===== src/rtl/jtbubl_romslot.sv =====
`default_nettype none
// ============================================================================
//  Module   : jtbubl_romslot
//  Purpose  : One SDRAM read slot for a ROM client, with a single 32-bit word
//             cache so that sequential fetches inside a word skip the SDRAM.
//  Revision : 1.0  initial release
// ============================================================================
module jtbubl_romslot #(
    parameter int          AW     = 18,
    parameter int          DW     = 8,
    parameter logic [21:0] OFFSET = 22'h0
) (
    input  logic          clk,
    input  logic          rst,
    input  logic          downloading,
    input  logic          cs,
    input  logic [AW-1:0] addr,
    output logic [DW-1:0] dout,
    output logic          ok,
    output logic [21:0]   sdram_addr,
    output logic          req,
    input  logic          ack,
    input  logic          data_rdy,
    input  logic [31:0]   data_read
);

    // Number of client address bits that select a lane inside the cached word
    localparam int c_LSB = (DW == 8) ? 2 : (DW == 16) ? 1 : 0;
    localparam int c_TW  = AW - c_LSB;

    typedef enum logic [1:0] {
        ST_IDLE = 2'd0,
        ST_REQ  = 2'd1,
        ST_WAIT = 2'd2
    } state_t;

    state_t          r_state;
    state_t          w_state_nxt;
    logic [c_TW-1:0] r_tag;
    logic [c_TW-1:0] w_tag;
    logic [c_TW:0]   w_tag_x2;
    logic [21:0]     w_sdram_nxt;
    logic [31:0]     r_cache;
    logic            r_valid;
    logic            w_hit;
    logic            w_start;
    logic            w_fill;

    assign w_tag       = addr[AW-1:c_LSB];
    assign w_tag_x2    = {w_tag, 1'b0};
    assign w_sdram_nxt = OFFSET + 22'(w_tag_x2);   // wraps modulo 2^22

    assign w_hit = r_valid && (r_tag == w_tag);
    assign ok    = cs && w_hit && (r_state == ST_IDLE) && !downloading;

    always_comb begin
        w_state_nxt = r_state;
        w_start     = 1'b0;
        w_fill      = 1'b0;
        if (downloading) begin
            w_state_nxt = ST_IDLE;
        end else begin
            case (r_state)
                ST_IDLE: begin
                    if (cs && !w_hit) begin
                        w_start     = 1'b1;
                        w_state_nxt = ST_REQ;
                    end
                end
                ST_REQ: begin
                    // data_rdy alongside ack counts as ack followed by data
                    if (ack) begin
                        if (data_rdy) begin
                            w_fill      = 1'b1;
                            w_state_nxt = ST_IDLE;
                        end else begin
                            w_state_nxt = ST_WAIT;
                        end
                    end
                end
                ST_WAIT: begin
                    if (data_rdy) begin
                        w_fill      = 1'b1;
                        w_state_nxt = ST_IDLE;
                    end
                end
                default: w_state_nxt = ST_IDLE;
            endcase
        end
    end

    always_ff @(posedge clk or posedge rst) begin
        if (rst) begin
            r_state    <= ST_IDLE;
            r_tag      <= '0;
            r_cache    <= '0;
            r_valid    <= 1'b0;
            sdram_addr <= '0;
            req        <= 1'b0;
        end else begin
            r_state <= w_state_nxt;
            if (downloading) begin
                r_valid <= 1'b0;
                req     <= 1'b0;
            end else begin
                if (w_start) begin
                    // The cache word no longer belongs to the new tag until refilled
                    r_tag      <= w_tag;
                    sdram_addr <= w_sdram_nxt;
                    req        <= 1'b1;
                    r_valid    <= 1'b0;
                end else if ((r_state == ST_REQ) && ack) begin
                    req <= 1'b0;
                end
                if (w_fill) begin
                    r_cache <= data_read;
                    r_valid <= 1'b1;
                end
            end
        end
    end

    if (DW == 8) begin : g_dw8
        assign dout = r_cache[{addr[1:0], 3'b000} +: 8];
    end else if (DW == 16) begin : g_dw16
        assign dout = r_cache[{addr[0], 4'b0000} +: 16];
    end else begin : g_dw32
        assign dout = r_cache[DW-1:0];
    end

endmodule
`default_nettype wire


===== config.mk =====
export PLATFORM = sky130hd
export DESIGN_NAME = jtbubl_romslot
export DESIGN_NICKNAME = d
export VERILOG_FILES = /design/src/rtl/jtbubl_romslot.sv
export SDC_FILE = /design/constraint.sdc
export NUM_CORES = 1
export LEC_CHECK = 0
export CAP_MARGIN = 20
export CELL_PAD_IN_SITES_DETAIL_PLACEMENT = 0
export CELL_PAD_IN_SITES_GLOBAL_PLACEMENT = 1
export CORE_MARGIN = 5
export CORE_UTILIZATION = 38
export DETAILED_ROUTE_END_ITERATION = 12
export PLACE_DENSITY_LB_ADDON = 0.1
export RECOVER_POWER = 100
export SYNTH_ARGS = -nofsm -noshare
export SYNTH_HDL_FRONTEND = slang
export SYNTH_SLANG_ARGS = --single-unit

===== constraint.sdc =====
create_clock -name clk -period 3.2 [get_ports clk]
set_input_delay 0.48 -clock clk [delete_from_list [all_inputs] [get_ports clk]]
set_output_delay 0.48 -clock clk [all_outputs]
set_load 0.05 [all_outputs]

==> impl_results.md <==
- Worst Reg-to-Reg Cells: 6
- WHS Endpoint: r_cache[19]$_DFFE_PP0P_
- I/O pin count: ~90
- Cell Chain, Critical Path: dlygate4sd3_1 > xor2_1 > nor4_1 > nand3_1 > or2_2 > nor2_1 > clkbuf_2
- Chip width: between 90 and 100 microns
- CTS sink cnt: 52
- Leakage power: roughly 1.5 nW
- CP Class: primary input to output port
- CTS H-tree lvls: 2
- RSZ-0062 raised after global routing: no
- Synth Area in XOR/XNOR: between 5 and 6%
- Diode count: 0
- Pwr dens: 641 mW/mm^2
- Die Span Y: about 90 microns
- 1st-pass router iterations: 4
- Hold buffers post-CTS: 0
- Hold Crit Class: flip-flop to flip-flop
- Delay-heaviest family, CP: simple AND/OR/NAND/NOR gates
- Max Transition Viols Final: 0
- Vias per cell: just under 5
- Period utilisation layout: between 90% and 100%
- DP Wirelength: 3810 microns
- FF-to-FF End: sdram_addr[2]$_DFFE_PP0P_
- PnR worst setup slack: about 270 ps
- Worst skew pair latency: 300 ps
- I/O Buffers: 81
- Worst EP arrival: roughly 2500 ps
- Buf/Inv on CP: 2
- Status: finished, final reports clean
- Final Wtd Congestion: approximately 0.7
- Synth Flop Type: dfrtp_1
- First-pass GRT wire length: 8790 microns
- Critical-path top delay cell: dlygate4sd3_1
- YS warnings: 0
- Area of the multi-input gates: 0.00110 sq mm
- GRT overflow: 0
- Final Non-Filler Cells: between 300 and 400
- TritonCTS clock tree: built
- CP max stage delay: approximately 570 ps
- Post-synthesis cell count: 174
- Clock Path Buffers: 2
- Final core utilization: between 50% and 60%
- Max VDD drop: about 0.28 mV
- Synthesized area per cell: between 10 and 15 sq um
- Largest family of logic cells by synthesized area: multiplexers
- Antenna violations before repair: 0
- Fmax: 341 MHz
- Post-synthesis mux area share: between 20% and 30%
- Register area: 0.00130 sq mm
- Number of fill cells: roughly 600
- Routed via count: between 1500 and 2000
- Setup tns final: 0 ps
- Post-CTS setup buffer count: 0
- Slew Limit Headroom: between 15 and 20%
- Fin nets: roughly 320
- Starting DRT DRC Count: 58
- Seq/Total Area, Yosys: between 50% and 60%
- Place WS: about 290 ps
- Reg2reg setup slack: around 800 ps
- Die Footprint: approximately 0.0084 sq mm
- Layout cell share with drive strength beyond 1: between 20% and 30%
- CP Max Fanout: 5
- #FFs+latches synth: 52
- # setup viols final: 0
- Worst Hold Depth: 1
- # rows: 29
- Pin count of the biggest net entering global routing: between 50 and 60
- Post-layout minimum cycle time: 2930 ps
- Post-CTS sizing: 0
- Synth unique cells: 29
- Register clock-pin slew on the reported worst setup and hold paths: ~100 ps
- Worst reg2reg startpoint: sdram_addr[2]$_DFFE_PP0P_
- Fraction of registers with async set/reset: 100%
- CP Data Required Time: 2720 ps
- Final hold violation count: 0
- Core area: between 0.006 and 0.007 sq mm
- Clock skew: between 8 and 9 ps
- Initial cell density of the core: around two fifths
- Post-route antenna net violation count: 0
- Cell Area, Synth: 0.00253 sq mm
- Post-Synth Adder-Cell Area: between 1 and 1.5%
- Max Cap Viol: 0
- Drt drc: 0
- Routed len/inst: 15.2 microns
- Synth Area in Compound Gates: around 3.5%
- Layout area overhead: 34.1%
- Clock buffers created by TritonCTS: 5
- Simple-gate area share of the yosys netlist: roughly 3.3%
- Type of origin of the critical path: primary input
- Worst Hold Launch: r_cache[19]$_DFFE_PP0P_
- EDFF count, synth: 0
- WL final: ~5100 microns
- Slew @ Worst Pin: approximately 1300 ps
- Dpl cells: around 330
- Clock Tree Root: clkbuf_8
- Vias in the first global route: 1746
- GR Util All Layers: 13.2%
- Crit end category: output port
-- cell families (layout without fill, tap and decap cells) --
| logic type | count (synthesis) | after routing |
|---|---|---|
| AO/OA/AOI/OAI | 12 | 12 |
| XOR/XNOR | 16 | 16 |
| adder cells (fa/ha/maj) | 3 | 3 |
| buffers and inverters | 18 | 98 |
| flip-flops | 52 | 52 |
| multiplexers | 56 | 56 |
| other | 1 | 6 |
| AND/OR/NAND/NOR | 16 | 16 |
-- worst max path at each step --
stage | cells after the start | endpoint | startpoint
6_report | 7 | ok | addr[5]
3_3_place_gp | 7 | ok | addr[3]
3_5_place_dp | 7 | ok | addr[3]
5_1_grt | 7 | ok | addr[5]
4_1_cts | 7 | ok | addr[3]
2_1_floorplan | 5 | ok | sdram_addr[2]$_DFFE_PP0P_
-- cell usage after synthesis (all sizes together), types with 2 or more instances --
cell type,count,area share [%]
a31o,2,0.69
inv,5,0.74
xor2,15,5.2
ha,3,1.5
a22oi,2,0.59
nor2b,2,0.49
nand2,3,0.45
mux4,8,7.1
buf,12,3.8
nand3,3,0.59
nor4,4,0.99
mux2,48,23
nor3,2,0.40
o21ai,2,0.40
dfrtp,52,51
o211ai,3,0.89
-- worst reg2reg max path, cell delays in order (launching register included) --
cell and delay, ps:
dfrtp_1 410, xor2_1 170, nor4_1 370, nand3_1 250, o21ba_1 310, clkbuf_1 360, mux2_1 430
-- per-layer routing --
layer,global-route usage [%],vias to the layer above,wire (microns)
li1,-,783,-
met1,17.8,786,2270
met2,20.7,49,2430
met3,3.55,6,360
met4,4.15,0,59
met5,0,-,0
-- stage by stage --
step | hold slack (ps) | instance area (sq um) | total power [mW]
after CTS | 513 | 3480 | 2.28
after floorplan | 475 | 2550 | 1.60
after global routing | 524 | 3390 | 2.31
final | 509 | 3390 | 2.17
after global placement | 485 | 3390 | 1.89
after detailed placement | 492 | 3390 | 1.90
-- area by class of cell --
type	instances	share of cell area [%]
Clock inverter	2	0.480
Inverter	5	0.554
Tap cell	77	2.84
Multi-Input combinational cell	109	32.4
Sequential cell	52	38.4
Timing Repair Buffer	85	23.2
Clock buffer	6	2.14
-- report_power, final --
| group | leakage, nW | internal, mW | switching [mW] | total [mW] |
|---|---|---|---|---|
| logic | 0.774 | 0.367 | 0.499 | 0.867 |
| clock network | 0.0414 | 0.156 | 0.214 | 0.370 |
| registers | 0.665 | 0.837 | 0.0990 | 0.936 |
-- sequential cells by signal (all words and copies together), names as in the netlist --
name        cells
sdram_addr     16
r_cache        32
r_valid         1
req             1
r_state         2
-- placed cells by master, fill, tap and decap left out --
master           synthesis  final
buf_4                    6      1
nor4_1                   4      4
a21oi_1                  1      1
clkinv_4                 0      1
clkinvlp_4               0      1
inv_1                    5      4
nor2b_1                  2      2
clkbuf_2                 0     10
xor2_1                  15     15
mux2_1                   0      9
clkdlybuf4s50_1          0     53
o21ai_0                  2      2
a31o_2                   2      2
o311ai_0                 1      1
nand3_1                  3      3
mux2_2                  39     39
ha_1                     3      3
conb_1                   1      6
nor2_1                   1      1
nor3_1                   2      1
dfrtp_1                 52     52
nor3_2                   0      1
or2_2                    1      1
o211ai_1                 3      3
xnor2_1                  1      1
dlygate4sd3_1            0     19
clkbuf_1                 1      3
clkbuf_8                 0      5
a22oi_1                  2      2
nand2_1                  3      3
clkinv_1                 0      1
o21ba_1                  1      1
mux4_2                   8      8
Power figures use the tool's default switching activity.
